===== src/rtl/shift_univ_reg_n_pkg.sv =====
// Shared constants, FSM encoding and mode helpers for the universal shift register.
package shift_univ_pkg;

  localparam int unsigned MODE_W = 3;

  localparam logic [MODE_W-1:0] MODE_HOLD = 3'b000;
  localparam logic [MODE_W-1:0] MODE_LOAD = 3'b001;
  localparam logic [MODE_W-1:0] MODE_SHR  = 3'b010;
  localparam logic [MODE_W-1:0] MODE_SHL  = 3'b011;
  localparam logic [MODE_W-1:0] MODE_ROR  = 3'b100;
  localparam logic [MODE_W-1:0] MODE_ROL  = 3'b101;
  localparam logic [MODE_W-1:0] MODE_ASR  = 3'b110;
  localparam logic [MODE_W-1:0] MODE_RSVD = 3'b111;

  typedef enum logic {
    ST_IDLE = 1'b0,
    ST_RUN  = 1'b1
  } state_t;

  // Only the positional modes may run a counted burst.
  function automatic logic is_shift_mode(input logic [MODE_W-1:0] m);
    return (m >= MODE_SHR) && (m <= MODE_ASR);
  endfunction

endpackage


===== src/rtl/shift_univ_reg_n_if.sv =====
// Control/data bundle between a driver (master) and the shift register (slave).
interface shift_univ_if #(
  parameter int unsigned N  = 8,
  parameter int unsigned CW = $clog2(N + 1)
);
  import shift_univ_pkg::*;

  logic              en;
  logic [MODE_W-1:0] mode;
  logic [N-1:0]      d;
  logic              sil;
  logic              sir;
  logic              start;
  logic [CW-1:0]     cnt;
  logic [N-1:0]      q;
  logic              sor;
  logic              sol;
  logic              busy;
  logic              done;

  modport master (
    output en, mode, d, sil, sir, start, cnt,
    input  q, sor, sol, busy, done
  );

  modport slave (
    input  en, mode, d, sil, sir, start, cnt,
    output q, sor, sol, busy, done
  );

endinterface


===== src/rtl/shift_univ_reg_n_next.sv =====
// Combinational next-value mux shared by single-op and burst paths.
module shift_univ_next
  import shift_univ_pkg::*;
#(
  parameter int unsigned N = 8
) (
  input  logic [N-1:0]      q,
  input  logic [MODE_W-1:0] mode,
  input  logic [N-1:0]      d,
  input  logic              sil,
  input  logic              sir,
  output logic [N-1:0]      q_next
);

  always_comb begin
    q_next = q;
    case (mode)
      MODE_LOAD: q_next = d;
      MODE_SHR:  q_next = {sil, q[N-1:1]};
      MODE_SHL:  q_next = {q[N-2:0], sir};
      MODE_ROR:  q_next = {q[0], q[N-1:1]};
      MODE_ROL:  q_next = {q[N-2:0], q[N-1]};
      MODE_ASR:  q_next = {q[N-1], q[N-1:1]};
      default:   q_next = q;
    endcase
  end

endmodule


===== src/rtl/shift_univ_reg_n.sv =====
// N-bit universal shift register with single-op and counted burst operation.
module shift_univ_reg_n
  import shift_univ_pkg::*;
#(
  parameter int unsigned N  = 8,
  parameter int unsigned CW = $clog2(N + 1)
) (
  input  logic         clk,
  input  logic         rst,
  shift_univ_if.slave  bus
);

  state_t            state_q, state_d;
  logic [N-1:0]      q_q, q_d;
  logic [CW-1:0]     rem_q, rem_d;
  logic [MODE_W-1:0] mode_r_q, mode_r_d;
  logic              busy_q, busy_d;
  logic              done_q, done_d;
  logic [MODE_W-1:0] sel_mode;
  logic [N-1:0]      q_nxt;

  // A running burst uses its latched mode; idle ops use the live mode.
  assign sel_mode = (state_q == ST_RUN) ? mode_r_q : bus.mode;

  shift_univ_next #(.N(N)) u_next (
    .q      (q_q),
    .mode   (sel_mode),
    .d      (bus.d),
    .sil    (bus.sil),
    .sir    (bus.sir),
    .q_next (q_nxt)
  );

  always_comb begin
    state_d  = state_q;
    q_d      = q_q;
    rem_d    = rem_q;
    mode_r_d = mode_r_q;
    busy_d   = busy_q;
    done_d   = 1'b0;
    if (bus.en) begin
      case (state_q)
        ST_IDLE: begin
          if (bus.start) begin
            if (is_shift_mode(bus.mode) && (bus.cnt != '0)) begin
              mode_r_d = bus.mode;
              rem_d    = bus.cnt;
              state_d  = ST_RUN;
              busy_d   = 1'b1;
            end else begin
              // Degenerate start: report completion, shift modes do not move.
              done_d = 1'b1;
              if (!is_shift_mode(bus.mode)) q_d = q_nxt;
            end
          end else begin
            q_d = q_nxt;
          end
        end
        ST_RUN: begin
          q_d   = q_nxt;
          rem_d = rem_q - CW'(1);
          if (rem_q == CW'(1)) begin
            state_d = ST_IDLE;
            busy_d  = 1'b0;
            done_d  = 1'b1;
          end
        end
        default: state_d = ST_IDLE;
      endcase
    end
  end

  always_ff @(posedge clk) begin
    if (rst) begin
      state_q  <= ST_IDLE;
      q_q      <= '0;
      rem_q    <= '0;
      mode_r_q <= MODE_HOLD;
      busy_q   <= 1'b0;
      done_q   <= 1'b0;
    end else begin
      state_q  <= state_d;
      q_q      <= q_d;
      rem_q    <= rem_d;
      mode_r_q <= mode_r_d;
      busy_q   <= busy_d;
      done_q   <= done_d;
    end
  end

  assign bus.q    = q_q;
  assign bus.sor  = q_q[0];
  assign bus.sol  = q_q[N-1];
  assign bus.busy = busy_q;
  assign bus.done = done_q;

endmodule


===== src/flat_wrapper.sv =====
// flat-port wrapper written by rule: the top's interface ports become plain ports
module shift_univ_reg_n_flat import shift_univ_pkg::*;
#(
  parameter int unsigned N  = 8,
  parameter int unsigned CW = $clog2(N + 1)
)
  (clk, rst, bus_en, bus_mode, bus_d, bus_sil, bus_sir, bus_start, bus_cnt, bus_q, bus_sor, bus_sol, bus_busy, bus_done);
  shift_univ_if #(.N(N), .CW(CW)) bus_i ();
  input  logic clk;
  input  logic rst;
  input wire logic [$bits(bus_i.en)-1:0] bus_en;
  input wire logic [$bits(bus_i.mode)-1:0] bus_mode;
  input wire logic [$bits(bus_i.d)-1:0] bus_d;
  input wire logic [$bits(bus_i.sil)-1:0] bus_sil;
  input wire logic [$bits(bus_i.sir)-1:0] bus_sir;
  input wire logic [$bits(bus_i.start)-1:0] bus_start;
  input wire logic [$bits(bus_i.cnt)-1:0] bus_cnt;
  output wire logic [$bits(bus_i.q)-1:0] bus_q;
  output wire logic [$bits(bus_i.sor)-1:0] bus_sor;
  output wire logic [$bits(bus_i.sol)-1:0] bus_sol;
  output wire logic [$bits(bus_i.busy)-1:0] bus_busy;
  output wire logic [$bits(bus_i.done)-1:0] bus_done;
  assign bus_i.en = bus_en;
  assign bus_i.mode = bus_mode;
  assign bus_i.d = bus_d;
  assign bus_i.sil = bus_sil;
  assign bus_i.sir = bus_sir;
  assign bus_i.start = bus_start;
  assign bus_i.cnt = bus_cnt;
  assign bus_q = bus_i.q;
  assign bus_sor = bus_i.sor;
  assign bus_sol = bus_i.sol;
  assign bus_busy = bus_i.busy;
  assign bus_done = bus_i.done;
  shift_univ_reg_n #(.N(N), .CW(CW)) u_core (.clk(clk), .rst(rst), .bus(bus_i));
endmodule

===== config.mk =====
export PLATFORM = sky130hd
export DESIGN_NAME = shift_univ_reg_n_flat
export DESIGN_NICKNAME = d
export VERILOG_FILES = /design/src/rtl/shift_univ_reg_n_pkg.sv /design/src/rtl/shift_univ_reg_n_if.sv /design/src/rtl/shift_univ_reg_n_next.sv /design/src/rtl/shift_univ_reg_n.sv /design/src/flat_wrapper.sv
export SDC_FILE = /design/constraint.sdc
export NUM_CORES = 1
export LEC_CHECK = 0
export CELL_PAD_IN_SITES_DETAIL_PLACEMENT = 0
export CELL_PAD_IN_SITES_GLOBAL_PLACEMENT = 2
export CORE_UTILIZATION = 30
export CTS_CLUSTER_SIZE = 40
export DETAILED_ROUTE_END_ITERATION = 10
export PLACE_DENSITY_LB_ADDON = 0.25
export SLEW_MARGIN = 20
export SYNTH_ARGS = -nofsm -noshare
export SYNTH_HDL_FRONTEND = slang
export SYNTH_SLANG_ARGS = --single-unit

===== constraint.sdc =====
create_clock -name clk -period 7.1 [get_ports clk]
set_clock_uncertainty 0.15 [all_clocks]
set_input_delay 1.775 -clock clk [delete_from_list [all_inputs] [get_ports clk]]
set_output_delay 1.775 -clock clk [all_outputs]
set_load 0.03 [all_outputs]

==> metrics.yaml <==
outcome:
  status: "completed"
critical_path:
  required_ps: 7110
  reg2reg_depth: 7
  worst-path-max-fanout: 8
  endpoint: "u_core.bus.q[6]"
  cp_data_arrival_time_ps: 4160
  timing.critical_path.from: "bus_mode[0]"
  cp-start-kind: "primary input"
  path_class: "in2reg"
  end_kind: "register"
  timing.rr.start: "u_core.state_q"
  reg2reg_to: "u_core.bus.q[6]"
  ff2ff_setup_slack_ps: 4240
place:
  gp_congestion: 0.812
  portBuffers: 32
  placed_cell_area_um2: 1550
  dp_hpwl_mm: 2.31
  pre_cts_ws_ps: 2710
clock_network:
  cts_root_buffer: "clkbuf_8"
  clkSinkCount: 18
  cts_buffer_depth: 2
  cts_tree: "done"
  ctsResizeCount: 0
  clk_pin_slew_ps: 70
  ctsHtreeMaxLevel: 1
  hold_buffers: 0
  cts_setup_buffers: 0
  cts-buffers-inserted: 3
  clk_latency_ps: 250
finish:
  nFillCells: 368
  finalNetCount: 191
  drive_gt1_share_pct: 8.59
  stdcell_area_um2: 1610
  syn_to_final_growth_pct: 31.6
  diodes: 0
  fin_util_pct: 42.6
  regArea_um2: 360
  multi_input_area_um2: 776
sta:
  finalHoldViolCount: 0
  fin_crit_sh_pct: 58.6
  post-route-min-period_ps: 4160
  rsz0062_at_grt: "false"
  worst_slack_ps: 2940
  finalSetupViolCount: 0
  setup_tns_ps: 0
  slew_headroom_pct: 50.8
  tightest_slew_ps: 736
  slew_viol_final: 0
  fmax_mhz: 240
floorplanning:
  die_y_um: 65.8
  core_um2: 3770
  start_util_pct: 32.3
  pin_count: 33
  num_rows: 22
  die_area_um2: 4330
  die_w_um: 65.8
yosys:
  synthFlopType: "dfxtp_1"
  synth_edf_count: 0
  synthTopCellsByCount: "dfxtp_1, a21oi_1, inv_1"
  synth_nets: 161
  synth.most_common_cell: "dfxtp_1"
  synth_seq_area_share_pct: 29.5
  synth_cells: 134
  avgSynthCellArea_um2: 9.10
  yosys.area.top_type: "dfxtp_1"
  yosysTopAreaCellShare_pct: 29.5
  synth.area.top_cells: "dfxtp_1, a21oi_1, mux2i_1"
  synth_cell_types: 45
  ys_ff_latch: 18
  yosys_warnings: 0
  netlist_area_um2: 1220
  synthArstFlopShare_pct: 0
global_routing:
  grt_usage_pct: 14.7
  antenna_found_initial: 0
  grt_max_degree: 19
  gr-total-overflow: 0
  grt_first_pass_wirelength_mm: 4.89
  grt_pass1_vias: 996
routing:
  drt_iter0_drc: 111
  vias: 1146
  routedWlPerCell_um: 14.6
  routed_wl_mm: 3.08
  ant_nets: 0
  drt_first_pass_iters: 5
  drc_errors: 0
  viasPerCell: 5.43
worst_hold_path:
  hold_start: "u_core.bus.busy"
  min_path_type: "reg2reg"
flow_run:
  drv_cap: 0
power_and_ir_drop:
  ir_worst_vdd_uv: 71.0
  total_power_mw: 0.313
  leakage_nw: 0.586
  power_density_nw_per_um2: 195
-- layout by cell type (no fill, tap or decap), types with 3 or more instances in the layout --
cell type and n:
clkdlybuf4s50_1 32, dfxtp_1 18, a21oi_1 16, inv_1 9, mux2i_1 8, nor2_1 8, a211oi_1 7, a222oi_1 6
ha_1 6, nand2_1 5, nor3_1 4, clkbuf_8 4, a311oi_1 3
-- report_power, final --
| group | switching [mW] | internal [mW] | total [mW] | leakage [nW] |
|---|---|---|---|---|
| combinational | 0.0576 | 0.0517 | 0.109 | 0.409 |
| sequential | 0.0101 | 0.110 | 0.120 | 0.148 |
| clock | 0.0351 | 0.0492 | 0.0843 | 0.0288 |
| total | 0.103 | 0.211 | 0.313 | 0.586 |
-- area by class of cell --
| type | count | area share (%) |
|---|---|---|
| Sequential cell | 18 | 22.4 |
| Clock buffer | 4 | 3.43 |
| Multi-Input combinational cell | 100 | 48.3 |
| Timing Repair Buffer | 32 | 20.0 |
| Tap cell | 48 | 3.74 |
| Inverter | 9 | 2.10 |
-- logic make-up after synthesis --
family	after synthesis	share of synthesized area [%]
AO/OA/AOI/OAI	48	28.8
flip-flops	18	29.5
multiplexers	14	14.1
adder cells (fa/ha/maj)	6	6.15
AND/OR/NAND/NOR	32	14.6
buffers and inverters	16	6.87
-- state kept, by name, indices dropped and copies added, names as in the netlist --
register / count
u_core.state_q: 1
u_core.bus.done: 1
u_core.rem_q: 4
u_core.bus.busy: 1
u_core.mode_r_q: 3
u_core.bus.q: 8
-- through the flow --
stage,hold slack (ps),instances
2_1_floorplan,310,134
3_3_place_gp,299,207
3_5_place_dp,307,207
4_1_cts,326,211
5_1_grt,335,211
6_report,319,211
-- metal layers --
layer,vias up,part of all wire (%),GRT usage (%),wire length (um)
met2,28,45,22.8,1390
met3,2,4.4,3.28,136
met5,-,0,0,0
li1,578,-,-,-
met1,538,50,20.7,1540
met4,0,0.39,2.45,12
-- worst max-delay path, stage by stage --
cell	delay, ps
clkdlybuf4s50_1	470
mux2i_1	270
inv_1	110
ha_1	270
or3_1	420
mux2i_2	410
a222oi_1	170
a211oi_1	260
-- worst min-delay path by stage --
| stage | to | slack [ps] | depth (start not counted) |
|---|---|---|---|
| 2_1_floorplan | u_core.mode_r_q[0] | 310 | 2 |
| 3_3_place_gp | u_core.bus.busy | 300 | 1 |
| 3_5_place_dp | u_core.bus.busy | 310 | 1 |
| 4_1_cts | u_core.bus.busy | 330 | 1 |
| 5_1_grt | u_core.bus.busy | 340 | 1 |
| 6_report | u_core.bus.busy | 320 | 1 |
No activity file was read; power rests on OpenSTA's default activity.
